--- config.mk ---
export PLATFORM = sky130hd
export DESIGN_NAME = uart_wb_host_flat
export DESIGN_NICKNAME = d
export VERILOG_FILES = /design/src/rtl/uart_wb_pkg.sv /design/src/rtl/uart_wb_host_if.sv /design/src/rtl/wb_ack_timer.sv /design/src/rtl/uart_wb_host.sv /design/src/flat_wrapper.sv
export SDC_FILE = /design/constraint.sdc
export NUM_CORES = 1
export LEC_CHECK = 0
export CAP_MARGIN = 10
export CORE_MARGIN = 2
export CORE_UTILIZATION = 35
export DETAILED_ROUTE_END_ITERATION = 8
export GPL_TIMING_DRIVEN = 0
export PLACE_DENSITY = 0.66
export SLEW_MARGIN = 10
export SYNTH_ARGS = -nofsm -noshare
export SYNTH_HDL_FRONTEND = slang
export SYNTH_SLANG_ARGS = --single-unit
--- constraint.sdc ---
create_clock -name i_clk -period 1.7 [get_ports i_clk]
set_input_delay 0.34 -clock i_clk [delete_from_list [all_inputs] [get_ports i_clk]]
set_output_delay 0.34 -clock i_clk [all_outputs]
set_load 0.005 [all_outputs]
--- src/rtl/uart_wb_pkg.sv ---
// Shared types and register addresses for the UART Wishbone host and its callers.
package uart_wb_pkg;

    typedef enum logic [1:0] {
        IDLE = 2'd0,
        BUS  = 2'd1,
        RSP  = 2'd2
    } state_t;

    localparam logic ADDR_TX = 1'b0;
    localparam logic ADDR_RX = 1'b1;

endpackage

--- src/rtl/uart_wb_host_if.sv ---
// Command/response streams plus the Wishbone classic bus seen by the UART host.
interface uart_wb_host_if #(
    parameter int G_WORD_WIDTH = 4
);
    logic                    i_cmd_valid;
    logic                    o_cmd_ready;
    logic                    i_cmd_we;
    logic                    i_cmd_addr;
    logic [G_WORD_WIDTH-1:0] i_cmd_data;
    logic                    o_rsp_valid;
    logic                    i_rsp_ready;
    logic [G_WORD_WIDTH-1:0] o_rsp_data;
    logic                    o_rsp_err;
    logic                    o_wb_stb;
    logic                    o_wb_we;
    logic                    o_wb_addr;
    logic [G_WORD_WIDTH-1:0] o_wb_data;
    logic                    i_wb_ack;
    logic [G_WORD_WIDTH-1:0] i_wb_data;

    modport master (
        input  i_cmd_valid, i_cmd_we, i_cmd_addr, i_cmd_data, i_rsp_ready, i_wb_ack, i_wb_data,
        output o_cmd_ready, o_rsp_valid, o_rsp_data, o_rsp_err,
        output o_wb_stb, o_wb_we, o_wb_addr, o_wb_data
    );

    modport slave (
        output i_cmd_valid, i_cmd_we, i_cmd_addr, i_cmd_data, i_rsp_ready, i_wb_ack, i_wb_data,
        input  o_cmd_ready, o_rsp_valid, o_rsp_data, o_rsp_err,
        input  o_wb_stb, o_wb_we, o_wb_addr, o_wb_data
    );
endinterface

--- src/rtl/wb_ack_timer.sv ---
// Counts strobe cycles while enabled; expired flags the last allowed cycle.
module wb_ack_timer #(
    parameter int G_TIMEOUT = 256
) (
    input  logic i_clk,
    input  logic i_rst,
    input  logic i_clear,
    input  logic i_en,
    output logic o_expired
);
    localparam int W = (G_TIMEOUT > 1) ? $clog2(G_TIMEOUT) : 1;
    localparam logic [W-1:0] LAST = (G_TIMEOUT > 0) ? W'(G_TIMEOUT - 1) : '0;

    logic [W-1:0] cnt;

    // A zero timeout pins the count at 0 and never expires.
    always_ff @(posedge i_clk) begin
        if (i_rst || i_clear) begin
            cnt <= '0;
        end else if (i_en && !o_expired && (G_TIMEOUT != 0)) begin
            cnt <= cnt + W'(1);
        end
    end

    assign o_expired = (G_TIMEOUT != 0) && (cnt == LAST);

endmodule

--- src/rtl/uart_wb_host.sv ---
// Wishbone classic initiator: one command in, one bus transaction, one response out,
// with an ack timeout and a sticky flag for acks that arrive without a strobe.
module uart_wb_host
    import uart_wb_pkg::*;
#(
    parameter int G_WORD_WIDTH = 4,
    parameter int G_TIMEOUT    = 256,
    parameter int G_CNT_WIDTH  = 16
) (
    input  logic                   i_clk,
    input  logic                   i_rst,
    uart_wb_host_if.master         bus,
    output logic                   o_proto_err,
    output logic [G_CNT_WIDTH-1:0] o_txn_cnt
);
    state_t                  state_q, state_d;
    logic                    cmd_ready_d, rsp_valid_d, rsp_err_d;
    logic                    wb_stb_d, wb_we_d, wb_addr_d, proto_err_d;
    logic [G_WORD_WIDTH-1:0] rsp_data_d, wb_data_d;
    logic [G_CNT_WIDTH-1:0]  txn_cnt_d;
    logic                    timer_clear, timer_expired;

    wb_ack_timer #(.G_TIMEOUT(G_TIMEOUT)) u_timer (
        .i_clk     (i_clk),
        .i_rst     (i_rst),
        .i_clear   (timer_clear),
        .i_en      (state_q == BUS),
        .o_expired (timer_expired)
    );

    always_ff @(posedge i_clk) begin
        if (i_rst) begin
            state_q         <= IDLE;
            bus.o_cmd_ready <= 1'b1;
            bus.o_rsp_valid <= 1'b0;
            bus.o_rsp_data  <= '0;
            bus.o_rsp_err   <= 1'b0;
            bus.o_wb_stb    <= 1'b0;
            bus.o_wb_we     <= 1'b0;
            bus.o_wb_addr   <= 1'b0;
            bus.o_wb_data   <= '0;
            o_proto_err     <= 1'b0;
            o_txn_cnt       <= '0;
        end else begin
            state_q         <= state_d;
            bus.o_cmd_ready <= cmd_ready_d;
            bus.o_rsp_valid <= rsp_valid_d;
            bus.o_rsp_data  <= rsp_data_d;
            bus.o_rsp_err   <= rsp_err_d;
            bus.o_wb_stb    <= wb_stb_d;
            bus.o_wb_we     <= wb_we_d;
            bus.o_wb_addr   <= wb_addr_d;
            bus.o_wb_data   <= wb_data_d;
            o_proto_err     <= proto_err_d;
            o_txn_cnt       <= txn_cnt_d;
        end
    end

    always_comb begin
        state_d     = state_q;
        cmd_ready_d = bus.o_cmd_ready;
        rsp_valid_d = bus.o_rsp_valid;
        rsp_data_d  = bus.o_rsp_data;
        rsp_err_d   = bus.o_rsp_err;
        wb_stb_d    = bus.o_wb_stb;
        wb_we_d     = bus.o_wb_we;
        wb_addr_d   = bus.o_wb_addr;
        wb_data_d   = bus.o_wb_data;
        txn_cnt_d   = o_txn_cnt;
        timer_clear = 1'b0;
        // Any ack outside a strobe is a slave fault; it only raises the flag.
        proto_err_d = o_proto_err | (bus.i_wb_ack & ~bus.o_wb_stb);

        case (state_q)
            IDLE: begin
                if (bus.i_cmd_valid && bus.o_cmd_ready) begin
                    wb_we_d     = bus.i_cmd_we;
                    wb_addr_d   = bus.i_cmd_addr;
                    wb_data_d   = bus.i_cmd_data;
                    wb_stb_d    = 1'b1;
                    cmd_ready_d = 1'b0;
                    timer_clear = 1'b1;
                    state_d     = BUS;
                end
            end
            BUS: begin
                // Ack is tested first so it beats a timeout in the same cycle.
                if (bus.i_wb_ack) begin
                    rsp_data_d  = bus.o_wb_we ? '0 : bus.i_wb_data;
                    rsp_err_d   = 1'b0;
                    wb_stb_d    = 1'b0;
                    rsp_valid_d = 1'b1;
                    txn_cnt_d   = o_txn_cnt + G_CNT_WIDTH'(1);
                    state_d     = RSP;
                end else if (timer_expired) begin
                    rsp_data_d  = '0;
                    rsp_err_d   = 1'b1;
                    wb_stb_d    = 1'b0;
                    rsp_valid_d = 1'b1;
                    txn_cnt_d   = o_txn_cnt + G_CNT_WIDTH'(1);
                    state_d     = RSP;
                end
            end
            RSP: begin
                if (bus.o_rsp_valid && bus.i_rsp_ready) begin
                    rsp_valid_d = 1'b0;
                    cmd_ready_d = 1'b1;
                    state_d     = IDLE;
                end
            end
            default: state_d = IDLE;
        endcase
    end

endmodule

--- src/flat_wrapper.sv ---
// flat-port wrapper written by rule: the top's interface ports become plain ports
module uart_wb_host_flat import uart_wb_pkg::*;
#(
    parameter int G_WORD_WIDTH = 4,
    parameter int G_TIMEOUT    = 256,
    parameter int G_CNT_WIDTH  = 16
)
  (i_clk, i_rst, o_proto_err, o_txn_cnt, bus_i_cmd_valid, bus_i_cmd_we, bus_i_cmd_addr, bus_i_cmd_data, bus_i_rsp_ready, bus_i_wb_ack, bus_i_wb_data, bus_o_cmd_ready, bus_o_rsp_valid, bus_o_rsp_data, bus_o_rsp_err, bus_o_wb_stb, bus_o_wb_we, bus_o_wb_addr, bus_o_wb_data);
  uart_wb_host_if #(.G_WORD_WIDTH(G_WORD_WIDTH)) bus_i ();
  input  logic i_clk;
  input  logic i_rst;
  output logic o_proto_err;
  output logic [G_CNT_WIDTH-1:0] o_txn_cnt;
  input wire logic [$bits(bus_i.i_cmd_valid)-1:0] bus_i_cmd_valid;
  input wire logic [$bits(bus_i.i_cmd_we)-1:0] bus_i_cmd_we;
  input wire logic [$bits(bus_i.i_cmd_addr)-1:0] bus_i_cmd_addr;
  input wire logic [$bits(bus_i.i_cmd_data)-1:0] bus_i_cmd_data;
  input wire logic [$bits(bus_i.i_rsp_ready)-1:0] bus_i_rsp_ready;
  input wire logic [$bits(bus_i.i_wb_ack)-1:0] bus_i_wb_ack;
  input wire logic [$bits(bus_i.i_wb_data)-1:0] bus_i_wb_data;
  output wire logic [$bits(bus_i.o_cmd_ready)-1:0] bus_o_cmd_ready;
  output wire logic [$bits(bus_i.o_rsp_valid)-1:0] bus_o_rsp_valid;
  output wire logic [$bits(bus_i.o_rsp_data)-1:0] bus_o_rsp_data;
  output wire logic [$bits(bus_i.o_rsp_err)-1:0] bus_o_rsp_err;
  output wire logic [$bits(bus_i.o_wb_stb)-1:0] bus_o_wb_stb;
  output wire logic [$bits(bus_i.o_wb_we)-1:0] bus_o_wb_we;
  output wire logic [$bits(bus_i.o_wb_addr)-1:0] bus_o_wb_addr;
  output wire logic [$bits(bus_i.o_wb_data)-1:0] bus_o_wb_data;
  assign bus_i.i_cmd_valid = bus_i_cmd_valid;
  assign bus_i.i_cmd_we = bus_i_cmd_we;
  assign bus_i.i_cmd_addr = bus_i_cmd_addr;
  assign bus_i.i_cmd_data = bus_i_cmd_data;
  assign bus_i.i_rsp_ready = bus_i_rsp_ready;
  assign bus_i.i_wb_ack = bus_i_wb_ack;
  assign bus_i.i_wb_data = bus_i_wb_data;
  assign bus_o_cmd_ready = bus_i.o_cmd_ready;
  assign bus_o_rsp_valid = bus_i.o_rsp_valid;
  assign bus_o_rsp_data = bus_i.o_rsp_data;
  assign bus_o_rsp_err = bus_i.o_rsp_err;
  assign bus_o_wb_stb = bus_i.o_wb_stb;
  assign bus_o_wb_we = bus_i.o_wb_we;
  assign bus_o_wb_addr = bus_i.o_wb_addr;
  assign bus_o_wb_data = bus_i.o_wb_data;
  uart_wb_host #(.G_WORD_WIDTH(G_WORD_WIDTH), .G_TIMEOUT(G_TIMEOUT), .G_CNT_WIDTH(G_CNT_WIDTH)) u_core (.i_clk(i_clk), .i_rst(i_rst), .bus(bus_i), .o_proto_err(o_proto_err), .o_txn_cnt(o_txn_cnt));
endmodule
* Word level (Yosys, flattened, before mapping)
Cells that the tools add are included.
Cells by class: multiplexer cells 24, $add $sub $neg 2, bitwise operators 3, equal/unequal tests 6, reduce and logical (&&, ||, !) cells 16
Operator list (count):
- 16-bit two-way mux | 2
- 16-bit by 1-bit adder with 16-bit output (second input constant) | 1
- 4-bit two-way mux | 3
- 3-bit AND reduction | 4
- 1-bit two-way mux | 11
- 8-bit by 1-bit adder with 8-bit output (second input constant) | 1
- 8-bit equality test (second input constant) | 1
- 2-bit two-way mux | 4
- 2-bit nonzero test | 4
- 1-bit case mux with 2 select lines | 3
- 2-bit case mux with 3 select lines | 1
- 2-bit by 1-bit != test with 1-bit output (second input constant) | 2
- 2-bit AND reduction | 2
- 1-bit logical AND | 3
- 3-bit by 2-bit != test with 1-bit output (second input constant) | 1
- 2-bit by 1-bit equality test with 1-bit output (second input constant) | 1
- 2-bit equality test (second input constant) | 1
- 2-bit logical NOT | 1
- 1-bit AND | 1
- 1-bit logical NOT | 1
- 1-bit logical OR | 1
- 1-bit NOT | 1
- 1-bit OR | 1
Storage, ports and cells: word-level logic and storage cells 63, output and inout bits 31, register bits after elaboration 41

* Logic depth before layout (Yosys ltp)
depth in word-level cells 4, mapped depth 6

* Cells and area by module
A second synthesis with hierarchy kept.
Unflattened totals: cell total of the unflattened synthesis 204, area, all modules 1798.0 µm²
By module, submodules not included:
- uart_wb_host | instances 1, area each 1372.6 µm², cells an instance 155
- wb_ack_timer | instances 1, area each 425.4 µm², cells an instance 49

* Worst setup path after synthesis
Ideal clock, no wire load.
path kind flip-flop to flip-flop, start point reg u_core.o_txn_cnt[2], end point reg u_core.o_txn_cnt[13], data required time 1.630 ns, setup time 0.070 ns, arrival time 1.626 ns, slack 0.004 ns, stages on the path, launching flop included 5, clock period less this slack 1.696 ns, path through dfxtp_1 -> nand3_2 -> or4_4 -> or4_1 -> a21oi_1
Between the ends: word-level cells in the longest chain between the ends 3
RTL lines:
- from (decl) | line uart_wb_host.sv:14 | output logic [G_CNT_WIDTH-1:0] o_txn_cnt
- from (signal assigned) | line uart_wb_host.sv:55 | o_txn_cnt <= txn_cnt_d;
- 16-bit by 1-bit adder with 16-bit output * | line uart_wb_host.sv:93, uart_wb_host.sv:100
- 16-bit two-way mux | line uart_wb_host.sv:95 | end else if (timer_expired) begin
- 16-bit two-way mux * | line uart_wb_host.sv:88 | if (bus.i_wb_ack) begin
Every way passes the cells marked *; elsewhere a longest branch is shown, timed or not. The select of a mux whose other input is x is not followed. A chain may end at the register's enable or synchronous reset.

* Final worst setup path
start point reg u_core.state_q[1], end point reg u_core.o_txn_cnt[13]
Between the ends: word-level cells in the longest chain between the ends 2
RTL lines:
- from (decl) | line uart_wb_host.sv:16 | state_t state_q, state_d;
- from (signal assigned) | line uart_wb_host.sv:45 | state_q <= state_d;
- 2-bit by 1-bit equality test with 1-bit output | line uart_wb_host.sv:74 | case (state_q)
- 2-bit AND reduction (no line)
Every way passes these cells.

==> key figures <==
Die
  • Core area: 5170 um2
  • Die area: 6050 um2
  • Std-Cell Rows: 26
  • # IOs: 46
  • Initial Utilization: 0.368
  • Die Wd: 77.8 um
  • Die height: 77.8 um

Setup path
  • CP Capture Type: flop
  • Worst-path maximum fanout: 5
  • Worst reg-to-reg setup slack: 0.03 ns
  • R2R Path Start: u_core.state_q[1]$_SDFFE_PP0P_
  • Data arrival time of the critical path: 1.90 ns
  • Crit Path Class: reg2reg
  • CP startpoint: u_core.state_q[1]$_SDFFE_PP0P_
  • Startpoint Class: flop
  • Crit path to: u_core.o_txn_cnt[13]$_SDFFE_PP0P_
  • Reg2reg end: u_core.o_txn_cnt[13]$_SDFFE_PP0P_
  • Critical Path RT: 1.93 ns
  • Worst r2r path cells: 4

Drt
  • Routed WL per cell: 14.4 um
  • TritonRoute pass-1 iters: 4
  • Final wirelength: 5120 um
  • Post-route ant nets: 0
  • Drt first-iter violations: 160
  • Total number of vias: 1911
  • DR vias/cell: 5.37
  • DRC: 0

Synth
  • Syn Inst Count: 219
  • Mapped cell area: 1900 um2
  • Number of enable flip-flop cells after synthesis: 0
  • Synth Area per Inst: 8.70 um2
  • Ys Warns: 0
  • Primary FF master, synth: dfxtp_1
  • Asr flop ratio synth: 0
  • Synth top area share: 0.431
  • Register area share after synthesis: 0.431
  • Synth area leader: dfxtp_1
  • Post-synthesis register bit count: 41
  • Synth top area cells: dfxtp_1, a21oi_1, nor2_1
  • Synthesized Nets: 236
  • Synth cell types: 44

Place
  • Hpwl dp: 3350 um
  • Dpl ws: -0.573 ns
  • Placed insts: 332
  • Input/output buffers: 43
  • Gpl congestion: 0.832

Pwr
  • VDD IR max: 0.322 mV
  • P_leak: 0.952 nW
  • Power per cell area: 699 nW/um2

Clock network
  • Clock buffer count from CTS: 5
  • CTS Buffer Depth: 2
  • CTS root buffer: clkbuf_8
  • TritonCTS clock tree: done
  • Worst-Skew Late Latency: 0.30 ns
  • Clk slew on worst S/H paths: 0.08 ns
  • Htree depth: 2
  • CTS Sinks: 41
  • CTS Hold Bufs: 0

Worst hold path
  • Min-Delay Path Class: in2reg
  • Hold path depth: 2

GRT
  • Grt met2 use: 0.263
  • Vias in the first global route: 1710
  • Pin count of the biggest net entering global routing: 13
  • Grt met3 use: 0.0372
  • First-pass GRT wire length: 8250 um
  • GRT Max-Usage Layer: met2
  • Initial antenna violation count: 0
  • Total track usage: 0.172
  • Grt met1 use: 0.233
  • GR Overflow Total: 0

STA
  • Hold WS: 0.433 ns
  • RSZ-0062 raised after global routing: true
  • Slew Limit Fails: 0
  • Final setup TNS: 0 ns
  • Worst Skew: 0.00824 ns
  • Final worst setup slack: 0.0282 ns
  • Tmin final: 1.67 ns
  • Slew margin rel.: 0.650
  • Slew at the pin with the worst max-slew slack: 0.511 ns
  • Hold Fails Final Rpt: 0
  • Fin crit share: 0.983
  • Fmax: 0.598 GHz
  • Final setup fails: 0

Final layout
  • Antenna Cells: 0
  • Most frequent cells in the layout: clkdlybuf4s50_1, dfxtp_1, a21oi_1, nor2_1, buf_4
  • Share of cells above drive strength 1: 0.234
  • Area Growth Syn to Fin: 47.6%
  • Final Non-Filler Cells: 356
  • Nets: 302
  • Most common cell after layout, fill and taps aside: clkdlybuf4s50_1

Status
  • Status: finished, final reports clean

Flow run
  • Max-cap viol count: 0
flip-flops by register name, indices dropped and copies added, names as in the netlist, 2 cells and up:
name and count:
u_core.bus.o_rsp_data 4, u_core.bus.o_wb_data 4, u_core.o_txn_cnt 16, u_core.state_q 2, u_core.u_timer.cnt 8
where the power goes:
part	switching [mW]	internal, mW	total, mW
combinational	0.163	0.164	0.327
sequential	0.0282	0.990	1.02
clock	0.335	0.285	0.620
layer usage:
| metal | share of wire | up-vias |
|---|---|---|
| met4 | 0.018 | 0 |
| met2 | 0.47 | 53 |
| met1 | 0.47 | 896 |
| met5 | 0 | - |
| met3 | 0.040 | 7 |
| li1 | - | 955 |
layout make-up:
type	instances	area [um2]
sequential	41	856
clock buffer	6	72.6
fill	481	2360
timing repair buffer	60	562
inverter	3	11.3
tap	70	87.6
clock inverter	2	10.0
multi-input combinational	161	1140
buffer	13	75.1
worst max-delay path: stages (launching register included):
cell,delay [ns]
dfxtp_4,0.36
nand3b_1,0.16
or4_4,0.54
or4_1,0.41
a21oi_1,0.13
cells in the mapped netlist (2+ instances only):
cell type  count
nor3_1         2
nand3_1       11
nand4b_1       5
nand2b_1       2
nand2_1       12
mux2i_1        7
buf_2          2
o41ai_1        2
xor2_1         4
o21ai_0        9
nor2_1        20
nand3b_1       2
o31ai_1        8
inv_1          3
clkbuf_1      11
dfxtp_1       41
nor2b_1        3
a2111oi_0      2
or4_1          7
or3_1          3
a211oi_1       2
and3_1         5
and4_1         2
xnor2_1        3
ha_1           2
o211ai_1       2
a21oi_1       24
nand4_1        6
or4b_1         2
repair_timing:
| item | CTS | global route |
|---|---|---|
| cloned | 1 | 0 |
| pin swaps | 10 | 6 |
| endpoints found under the setup margin | 32 | 24 |
| gates resized for setup | 33 | 28 |
| setup buffers | 9 | 7 |
cells by family (layout without fill, tap and decap cells):
group           count (synthesis)  count (layout)  synth area share
xor+xnor                        7               7            0.0322
buf+inv                        17              84            0.0348
mux                             8               8            0.0427
simple gates                   88              88             0.264
fa+ha+maj                       2               2            0.0131
compound gates                 56              56             0.182
flops                          41              41             0.431
through the flow:
stage,total power [mW],area [um2],util
floorplan,1.19,1900,-
CTS,1.95,2670,0.516
detailed placement,1.32,2420,0.468
global placement,1.32,2420,0.468
global route,2.06,2810,0.544
finish,1.97,2810,0.544
how the worst min path moves through the flow:
stage / start / endpoint / slack [ns]
2_1_floorplan: u_core.o_proto_err$_SDFF_PP0_ / u_core.o_proto_err$_SDFF_PP0_ / 0.46
3_3_place_gp: u_core.o_proto_err$_SDFF_PP0_ / u_core.o_proto_err$_SDFF_PP0_ / 0.45
3_5_place_dp: u_core.o_proto_err$_SDFF_PP0_ / u_core.o_proto_err$_SDFF_PP0_ / 0.46
4_1_cts: i_rst / u_core.state_q[0]$_SDFFE_PP0P_ / 0.44
5_1_grt: i_rst / u_core.bus.o_cmd_ready$_SDFFE_PP1P_ / 0.47
6_report: i_rst / u_core.state_q[0]$_SDFFE_PP0P_ / 0.43
Note: power is estimated with default switching activity, not from simulation.
